===== src/rtl/pipe_hazard_ctrl.sv =====
// Five-stage pipeline sequencing: hazard stalls, branch flushes,
// memory waits, halt/drain/resume and a saturating stall counter.
module pipe_hazard_ctrl #(
  parameter int DRAIN_CYCLES = 4,
  parameter int MEM_TIMEOUT  = 255,
  parameter int CNT_W        = 16
) (
  input  logic             clk,
  input  logic             reset,
  input  logic [4:0]       rs1_id,
  input  logic [4:0]       rs2_id,
  input  logic             rs1_use_id,
  input  logic             rs2_use_id,
  input  logic             cond_id,
  input  logic [4:0]       rd_ex,
  input  logic             regwrite_ex,
  input  logic             memtoreg_ex,
  input  logic             update_ex,
  input  logic             br_taken_ex,
  input  logic             mem_busy,
  input  logic             halt_req,
  input  logic             resume,
  output logic             pc_en,
  output logic             if_id_en,
  output logic             id_ex_en,
  output logic             ex_mem_en,
  output logic             mem_wb_en,
  output logic             if_id_flush,
  output logic             id_ex_flush,
  output logic             mem_wb_flush,
  output logic             halted,
  output logic             mem_timeout,
  output logic [CNT_W-1:0] stall_cnt
);

  localparam int DW = $clog2(DRAIN_CYCLES + 1);
  localparam int TW = $clog2(MEM_TIMEOUT + 1);

  typedef enum logic [1:0] {
    RUN, MEM_WAIT, DRAIN, HALTED
  } state_t;

  state_t          state_q, state_d;
  logic            ret_drain_q, ret_drain_d;
  logic [DW-1:0]   dcnt_q, dcnt_d;
  logic [TW-1:0]   tcnt_q;
  logic            lu, fh, drain_mode, drain_bub;
  logic            rs1_hit, rs2_hit;
  state_t          base;

  assign rs1_hit = rs1_use_id & (rs1_id == rd_ex);
  assign rs2_hit = rs2_use_id & (rs2_id == rd_ex);
  assign lu = memtoreg_ex & regwrite_ex & (rd_ex != 5'd31)
            & (rs1_hit | rs2_hit);
  assign fh = cond_id & update_ex;

  always_comb begin
    pc_en        = 1'b1;
    if_id_en     = 1'b1;
    id_ex_en     = 1'b1;
    ex_mem_en    = 1'b1;
    mem_wb_en    = 1'b1;
    if_id_flush  = 1'b0;
    id_ex_flush  = 1'b0;
    mem_wb_flush = 1'b0;
    halted       = 1'b0;
    drain_bub    = 1'b0;
    state_d      = state_q;
    ret_drain_d  = ret_drain_q;
    dcnt_d       = dcnt_q;
    drain_mode   = 1'b0;
    unique case (state_q)
      RUN:      drain_mode = 1'b0;
      DRAIN:    drain_mode = 1'b1;
      MEM_WAIT: drain_mode = ret_drain_q;
      HALTED:   drain_mode = 1'b0;
    endcase
    base = drain_mode ? DRAIN : RUN;
    if (state_q == HALTED) begin
      pc_en       = 1'b0;
      if_id_en    = 1'b0;
      id_ex_flush = 1'b1;
      halted      = 1'b1;
      if (resume) state_d = RUN;
    end else if (mem_busy) begin
      pc_en        = 1'b0;
      if_id_en     = 1'b0;
      id_ex_en     = 1'b0;
      ex_mem_en    = 1'b0;
      mem_wb_flush = 1'b1;
      state_d      = MEM_WAIT;
      if (state_q != MEM_WAIT)
        ret_drain_d = (state_q == DRAIN);
    end else if (br_taken_ex) begin
      if_id_flush = 1'b1;
      id_ex_flush = 1'b1;
      state_d     = base;
    end else if (lu | fh) begin
      pc_en       = 1'b0;
      if_id_en    = 1'b0;
      id_ex_flush = 1'b1;
      state_d     = base;
    end else if (drain_mode) begin
      pc_en       = 1'b0;
      if_id_flush = 1'b1;
      drain_bub   = 1'b1;
      if (dcnt_q == DW'(1)) begin
        state_d = HALTED;
      end else begin
        state_d = DRAIN;
        dcnt_d  = dcnt_q - 1'b1;
      end
    end else if (state_q == RUN && halt_req) begin
      // the entry cycle is the first of the DRAIN_CYCLES bubbles
      pc_en       = 1'b0;
      if_id_flush = 1'b1;
      drain_bub   = 1'b1;
      dcnt_d      = DW'(DRAIN_CYCLES - 1);
      state_d     = (DRAIN_CYCLES <= 1) ? HALTED : DRAIN;
    end else begin
      state_d = RUN;
    end
    if (!reset) begin
      pc_en        = 1'b0;
      if_id_en     = 1'b0;
      id_ex_en     = 1'b0;
      ex_mem_en    = 1'b0;
      mem_wb_en    = 1'b0;
      if_id_flush  = 1'b0;
      id_ex_flush  = 1'b0;
      mem_wb_flush = 1'b0;
      halted       = 1'b0;
    end
  end

  always_ff @(posedge clk or negedge reset) begin
    if (!reset) begin
      state_q     <= RUN;
      ret_drain_q <= 1'b0;
      dcnt_q      <= '0;
      tcnt_q      <= '0;
      mem_timeout <= 1'b0;
      stall_cnt   <= '0;
    end else begin
      state_q     <= state_d;
      ret_drain_q <= ret_drain_d;
      dcnt_q      <= dcnt_d;
      if (mem_busy) begin
        if (tcnt_q != TW'(MEM_TIMEOUT))
          tcnt_q <= tcnt_q + 1'b1;
        if (tcnt_q == TW'(MEM_TIMEOUT - 1))
          mem_timeout <= 1'b1;
      end else begin
        tcnt_q <= '0;
      end
      if (!pc_en && !drain_bub && stall_cnt != '1 &&
          (state_q == RUN || state_q == MEM_WAIT))
        stall_cnt <= stall_cnt + 1'b1;
    end
  end

endmodule

===== config.mk =====
export PLATFORM = sky130hd
export DESIGN_NAME = pipe_hazard_ctrl
export DESIGN_NICKNAME = d
export VERILOG_FILES = /design/src/rtl/pipe_hazard_ctrl.sv
export SDC_FILE = /design/constraint.sdc
export NUM_CORES = 1
export LEC_CHECK = 0
export BUFFER_PORTS_ARGS = -buffer_cell sky130_fd_sc_hd__buf_2
export CORE_MARGIN = 2
export CORE_UTILIZATION = 30
export CTS_CLUSTER_SIZE = 30
export DETAILED_ROUTE_END_ITERATION = 8
export PLACE_DENSITY_LB_ADDON = 0.2
export SETUP_SLACK_MARGIN = 0.15
export SKIP_CTS_REPAIR_TIMING = 1
export SYNTH_ARGS = -nofsm -noshare
export SYNTH_HDL_FRONTEND = slang
export SYNTH_SLANG_ARGS = --single-unit

===== constraint.sdc =====
create_clock -name clk -period 2.85 [get_ports clk]
set_input_delay 0.57 -clock clk [delete_from_list [all_inputs] [get_ports clk]]
set_output_delay 0.57 -clock clk [all_outputs]
set_load 0.1 [all_outputs]

==> results.cfg, run 1 <==
[run_status]
outcome = complete, no violations

[yosys]
synth_top_cell_area_share_pct = 41.0
yosys_register_bits = 31
post_synthesis_cells = 195
top_reg_cell_synth = sky130_fd_sc_hd__dfrtp_1
share_of_flip_flops_with_an_asynchronous_set_or_reset_pct = 100
yosysWarnings = 0
synth-edff-count = 0
synthTopCellsByArea = sky130_fd_sc_hd__dfrtp_1, sky130_fd_sc_hd__xor2_1, sky130_fd_sc_hd__xnor2_1
synth_fp_nets = 231
seq_area_frac_synth_pct = 41.0
post_synth_instance_area_um2 = 1890
syn_area_per_cell_um2 = 9.71
netlist.top_cell.by_area = sky130_fd_sc_hd__dfrtp_1
synth.distinct_cells = 38

[clock_tree]
cts.sinks = 31
cts_tree = built
clk_path_buf_depth = 2
clk_transition_reported_paths_ps = 70
root_buffer = sky130_fd_sc_hd__clkbuf_8
htree_levels = 2
cts_inserted_buffers = 5
insertion_delay_ps = 280

[die]
initial_utilization_pct = 31.4
die_x_um = 83.4
rows = 28
design.portCount = 53
core_area_um2 = 6030
die_area_um2 = 6960
die-height_um = 83.4

[timing]
clock-skew-final_ps = 5.23
finalWorstPathRequiredPeriod_ps = 2590
worstMarginPinSlew_ps = 496
fmaxAchievable_mhz = 386
timing.slew.headroom_pct = 67.2
hold_viol = 0
timing.final.max_slew_violations = 0
fin_tns_setup_ps = 0
timing.final.setup_violations = 0
fin_crit_sh_pct = 90.9
grt_setup_unrepaired = false

[finish]
finalNetCount = 290
multi_input_area_um2 = 1100
synthToLayoutAreaGrowth_pct = 30.1
layout.cell_area.non_filler_um2 = 2460
antenna_cells = 0
utilization_pct = 40.9
post_route_cells_drive_above_1_share_pct = 31.4
ff_latch_area_um2 = 776
nFillCells = 613

[routing]
finalWirelength_um = 4240
route.detailed.vias_per_inst = 4.84
detailedRoute.firstPassIterationCount = 4
dr_total_vias = 1597
drc_violations = 0
antenna_violating_nets_post_route = 0
detailedRoute.firstIterationViolations = 79
avgRoutedWirePerCell_um = 12.9

[global_routing]
first_global_vias = 1554
grt_first_pass_wirelength_um = 7250
grt_use_total_pct = 12.7
antenna_found_initial = 0
overflow = 0
grt_start_max_net_pins = 16

[worst_setup_path]
setup.worst_path.end_class = output port
cp.arrival_ps = 2020
setup.worst_path.start_class = flip-flop
critical_path_required_ps = 2280
criticalPathCategory = reg2out
path_max_fanout = 4

[power]
static-leakage-power_uw = 0.00123
cellPowerDensity_nw_per_um2 = 849
ir_worst_vdd_uv = 545

[placed_design]
finalWeightedCongestion = 0.803
hpwlAfterDp_um = 3270
post_dp_cell_area_um2 = 2340
port_buffers = 52

[flow_run]
max-cap-violations = 0

[min_path]
hold_path_class = in2async
metrics by stage:
stage               std cells  hold slack [ps]  total power (uW)  worst slack, ps
finish                    330              167              2090              261
detailed placement        322              466              1700              245
global placement          322              462              1700              252
global route              330              193              2220              151
floorplan                 195              274              1470              200
CTS                       330              177              2090              109
logic make-up after synthesis:
logic type / synth area share, %
buffers and inverters: 3.37
AO/OA/AOI/OAI: 11.4
adder cells (fa/ha/maj): 5.95
flip-flops: 41.0
AND/OR/NAND/NOR: 22.9
multiplexers: 2.51
XOR/XNOR: 13.0
area by class of cell:
| class | instances | area share, % |
|---|---|---|
| multi-input cells | 151 | 44.9 |
| flip-flops and latches | 31 | 31.5 |
| repair buffers | 57 | 14.5 |
| clock buffers | 8 | 4.07 |
| well taps | 75 | 3.81 |
| inverters | 8 | 1.22 |
sequential cells by signal, indices dropped and copies added (netlist names):
register,count
mem_timeout,1
state_q,2
ret_drain_q,1
stall_cnt,16
tcnt_q,8
dcnt_q,3
cells in the mapped netlist, types with 3 or more instances:
cell,instances
sky130_fd_sc_hd__xnor2_1,13
sky130_fd_sc_hd__a21oi_1,5
sky130_fd_sc_hd__inv_1,8
sky130_fd_sc_hd__a31oi_1,6
sky130_fd_sc_hd__nor3_1,10
sky130_fd_sc_hd__nor2_1,12
sky130_fd_sc_hd__nand4_1,7
sky130_fd_sc_hd__nand3_1,7
sky130_fd_sc_hd__and3_1,9
sky130_fd_sc_hd__dfrtp_1,31
sky130_fd_sc_hd__and2_1,6
sky130_fd_sc_hd__ha_1,9
sky130_fd_sc_hd__nor3b_1,4
sky130_fd_sc_hd__nand2_1,20
sky130_fd_sc_hd__o21ai_0,3
sky130_fd_sc_hd__xor2_1,15
critical path, cell delays in order, from the launching register on:
cell and delay, ps:
sky130_fd_sc_hd__dfrtp_1 420, sky130_fd_sc_hd__inv_1 100, sky130_fd_sc_hd__ha_2 220, sky130_fd_sc_hd__mux2_2 400
sky130_fd_sc_hd__a21oi_4 160, sky130_fd_sc_hd__a21oi_1 120, sky130_fd_sc_hd__nor2_4 130, sky130_fd_sc_hd__buf_12 180
metal layers:
layer | part of all wire [%] | global-route usage [%]
met5 | 0 | 0
met4 | 1.3 | 3.96
met3 | 5.1 | 2.58
met2 | 48 | 21.0
met1 | 46 | 16.7
cells in the final DEF, fill, tap and decap left out, types with 5 or more instances in the layout:
master                     count
sky130_fd_sc_hd__a31oi_1       6
sky130_fd_sc_hd__and3_1        9
sky130_fd_sc_hd__buf_2        48
sky130_fd_sc_hd__buf_4         5
sky130_fd_sc_hd__clkbuf_8      7
sky130_fd_sc_hd__dfrtp_1      31
sky130_fd_sc_hd__ha_1          8
sky130_fd_sc_hd__inv_1         8
sky130_fd_sc_hd__nand2_1      20
sky130_fd_sc_hd__nand3_1       7
sky130_fd_sc_hd__nand4_1       7
sky130_fd_sc_hd__nor2_1        9
sky130_fd_sc_hd__nor3_1       10
sky130_fd_sc_hd__xnor2_1      13
sky130_fd_sc_hd__xor2_1       15
final timing paths:
check | cells after the start | end | startpoint | slack (ps)
setup / recovery | 7 | pc_en | state_q[1]$_DFFE_PN0P_ | 260
hold reg to reg | 1 | mem_timeout$_DFFE_PN0P_ | mem_timeout$_DFFE_PN0P_ | 480
hold / removal | 1 | dcnt_q[0]$_DFFE_PN0P_ | reset | 170
setup reg to reg | 9 | stall_cnt[1]$_DFFE_PN0P_ | state_q[1]$_DFFE_PN0P_ | 420
min in group clk | 1 | mem_timeout$_DFFE_PN0P_ | mem_timeout$_DFFE_PN0P_ | 480
max in group asynchronous | 2 | stall_cnt[10]$_DFFE_PN0P_ | reset | 2200
where the power goes:
group,switching [uW],internal (uW)
clock network,163,220
logic,777,312
registers,93.5,524
total,1030,1060
Power figures use the tool's default switching activity.
==> run 2, diff against run 1 <==
--- a/config.mk
+++ b/config.mk
@@ -5,6 +5,7 @@
 export SDC_FILE = /design/constraint.sdc
 export NUM_CORES = 1
 export LEC_CHECK = 0
+export ABC_AREA = 1
 export BUFFER_PORTS_ARGS = -buffer_cell sky130_fd_sc_hd__buf_2
 export CORE_MARGIN = 2
 export CORE_UTILIZATION = 30
==> run 2 against run 1 <==
Net effect: die area rose by 17%; highest routed layer unchanged; clock power decreased by 1%; synthesized cell count up 56%; critical path depth grew 2; combinational power about the same; worst hold slack improved by 130 ps.
==> results.cfg, run 2 <==
[timing]
worstMarginPinSlew_ps = 509
finalWorstPathRequiredPeriod_ps = 2510
fin_tns_setup_ps = 0
timing.final.max_slew_violations = 0
timing.slew.headroom_pct = 66.3
fin_crit_sh_pct = 88.2
final_critical_path_setup_slack_ps = 337
fmaxAchievable_mhz = 398
hold_viol = 0
timing.final.setup_violations = 0
clock-skew-final_ps = 8.34
grt_setup_unrepaired = false

[finish]
utilization_pct = 39.0
multi_input_area_um2 = 1260
finalNetCount = 394
ff_latch_area_um2 = 776
nFillCells = 786
top_reg_by_flops = stall_cnt
largestRegisters = stall_cnt: 16 flops, tcnt_q: 8 flops, dcnt_q: 3 flops
leading_cell_type_in_the_layout_fill_and_taps_excluded = sky130_fd_sc_hd__nand2_1
largest_reg_flops = 16
antenna_cells = 0
mostFrequentLayoutCells = sky130_fd_sc_hd__nand2_1, sky130_fd_sc_hd__buf_2, sky130_fd_sc_hd__inv_1, sky130_fd_sc_hd__dfrtp_1, sky130_fd_sc_hd__nor2_1
synthToLayoutAreaGrowth_pct = 26.3
post_route_cells_drive_above_1_share_pct = 26.5

[global_routing]
grt_first_pass_wirelength_um = 9490
grt_start_max_net_pins = 18
overflow = 0
grt_use_total_pct = 14.0
first_global_vias = 2060
antenna_found_initial = 0

[clock_tree]
cts_tree = built
insertion_delay_ps = 280
cts.sinks = 31
htree_levels = 2
cts_inserted_buffers = 5
clk_path_buf_depth = 2
root_buffer = sky130_fd_sc_hd__clkbuf_8
clk_transition_reported_paths_ps = 70

[placed_design]
detailedPlace.worstSlack_ps = 526
port_buffers = 52
hpwlAfterDp_um = 4180
finalWeightedCongestion = 0.845

[worst_setup_path]
critPathMaxStageDelay_ps = 390
cell_type_of_the_slowest_stage_on_the_worst_timing_path = sky130_fd_sc_hd__dfrtp_1
worstPathBufferInverterCount = 4
cp.arrival_ps = 1940
criticalPathCategory = reg2out
critical_path_required_ps = 2280
path_max_fanout = 4
cpMostUsedCell = sky130_fd_sc_hd__inv_1
critical-path-top-delay-family = buffers and inverters
setup.worst_path.start_class = flip-flop
critical_path.cell_chain = inv_1 > ha_1 > inv_1 > o21a_1 > nand2_1 > nand2_1 > nand3_4 > inv_1 > buf_12
setup.worst_path.end_class = output port

[die]
design.portCount = 53
die-height_um = 90.2
core_area_um2 = 7210
die_area_um2 = 8140
rows = 31
die_x_um = 90.2
initial_utilization_pct = 30.9

[routing]
detailedRoute.firstIterationViolations = 109
drc_violations = 0
finalWirelength_um = 5420
antenna_violating_nets_post_route = 0
route.detailed.vias_per_inst = 4.64
detailedRoute.firstPassIterationCount = 4
dr_total_vias = 2125
avgRoutedWirePerCell_um = 11.8

[yosys]
yosys_register_bits = 31
seq_area_frac_synth_pct = 34.8
synth.distinct_cells = 36
synth-edff-count = 0
synthTopCellsByArea = sky130_fd_sc_hd__dfrtp_1, sky130_fd_sc_hd__nand2_1, sky130_fd_sc_hd__inv_1
synth_top_cell_area_share_pct = 34.8
yosys.cell_count.top_type = sky130_fd_sc_hd__nand2_1
netlist.top_cell.by_area = sky130_fd_sc_hd__dfrtp_1
post_synthesis_cells = 304
netlist_top_cells_count = sky130_fd_sc_hd__nand2_1, sky130_fd_sc_hd__inv_1, sky130_fd_sc_hd__dfrtp_1, sky130_fd_sc_hd__nor2_1, sky130_fd_sc_hd__nand4_1
top_reg_cell_synth = sky130_fd_sc_hd__dfrtp_1
syn_area_per_cell_um2 = 7.33
yosysWarnings = 0
share_of_flip_flops_with_an_asynchronous_set_or_reset_pct = 100
post_synth_instance_area_um2 = 2230
synth_fp_nets = 340

[power]
static-leakage-power_uw = 0.00156
cellPowerDensity_nw_per_um2 = 740
ir_worst_vdd_uv = 355

[run_status]
outcome = complete, no violations

[flow_run]
max-cap-violations = 0

[min_path]
hold_path_class = in2async
==> run 2: changes by cell type after synthesis, moves of 6 or more <==
cell | previous run | this run
sky130_fd_sc_hd__nor2_1 | 12 | 27
sky130_fd_sc_hd__inv_1 | 8 | 38
sky130_fd_sc_hd__nand4_1 | 7 | 19
sky130_fd_sc_hd__and3_1 | 9 | 1
sky130_fd_sc_hd__nand2_2 | 0 | 14
sky130_fd_sc_hd__xor2_1 | 15 | 7
sky130_fd_sc_hd__nand2_1 | 20 | 87
sky130_fd_sc_hd__and2_1 | 6 | 0
==> run 2: cell type report <==
class                   instances  area share [%]
inverters                      44            5.96
multi-input cells             221            44.8
repair buffers                 55            13.8
flip-flops and latches         31            27.6
well taps                      99            4.40
clock buffers                   8            3.56
==> run 2: routing by layer <==
layer	up-vias	wire length (um)	track usage [%]
met5	-	0	0
met4	0	29	2.69
met3	4	252	3.10
met2	48	2540	23.1
met1	988	2600	19.0
li1	1085	-	-
==> run 2: power by group <==
| group | internal, uW | switching, uW | total [uW] |
|---|---|---|---|
| Combinational | 280 | 809 | 1090 |
| Sequential | 519 | 98.0 | 617 |
| Clock | 220 | 158 | 379 |
| Total | 1020 | 1070 | 2080 |
==> run 2: logic make-up after synthesis <==
group	Yosys count	synth area share, %
simple gates	175	37.8
buf+inv	52	9.99
flops	31	34.8
compound gates	21	5.95
xor+xnor	15	5.89
fa+ha+maj	9	5.05
mux	1	0.505
==> run 2: worst register-to-register path: stages, from the launching register on <==
cell and delay, ps:
sky130_fd_sc_hd__dfrtp_1 390, sky130_fd_sc_hd__inv_1 80, sky130_fd_sc_hd__ha_1 290, sky130_fd_sc_hd__inv_1 50, sky130_fd_sc_hd__o21a_1 220, sky130_fd_sc_hd__nand2_1 100, sky130_fd_sc_hd__nand2_1 70, sky130_fd_sc_hd__inv_1 40
sky130_fd_sc_hd__nand4_2 110, sky130_fd_sc_hd__nand2_2 70, sky130_fd_sc_hd__inv_4 160, sky130_fd_sc_hd__nand3_4 260, sky130_fd_sc_hd__nand2_1 130, sky130_fd_sc_hd__nand2_1 60
==> run 2: path summary, 6_finish.rpt <==
path	from	endpoint	slack [ps]	cells after the start
setup / recovery	state_q[0]$_DFFE_PN0P_	pc_en	340	9
hold / removal	reset	stall_cnt[0]$_DFFE_PN0P_	300	2
setup reg to reg	state_q[0]$_DFFE_PN0P_	stall_cnt[12]$_DFFE_PN0P_	700	13
hold reg to reg	mem_timeout$_DFFE_PN0P_	mem_timeout$_DFFE_PN0P_	480	1
max in group asynchronous	reset	dcnt_q[1]$_DFFE_PN0P_	2360	2
min in group clk	mem_timeout$_DFFE_PN0P_	mem_timeout$_DFFE_PN0P_	480	1
==> run 2: through the flow <==
| stage | power [uW] | hold WS (ps) | instances | cell area, um^2 |
|---|---|---|---|---|
| 6_report | 2080 | 295 | 458 | 2820 |
| 5_1_grt | 2240 | 300 | 458 | 2820 |
| 4_1_cts | 2120 | 293 | 458 | 2820 |
| 3_5_place_dp | 1720 | 461 | 450 | 2720 |
| 3_3_place_gp | 1710 | 478 | 450 | 2720 |
| 2_1_floorplan | 1490 | 274 | 304 | 2260 |
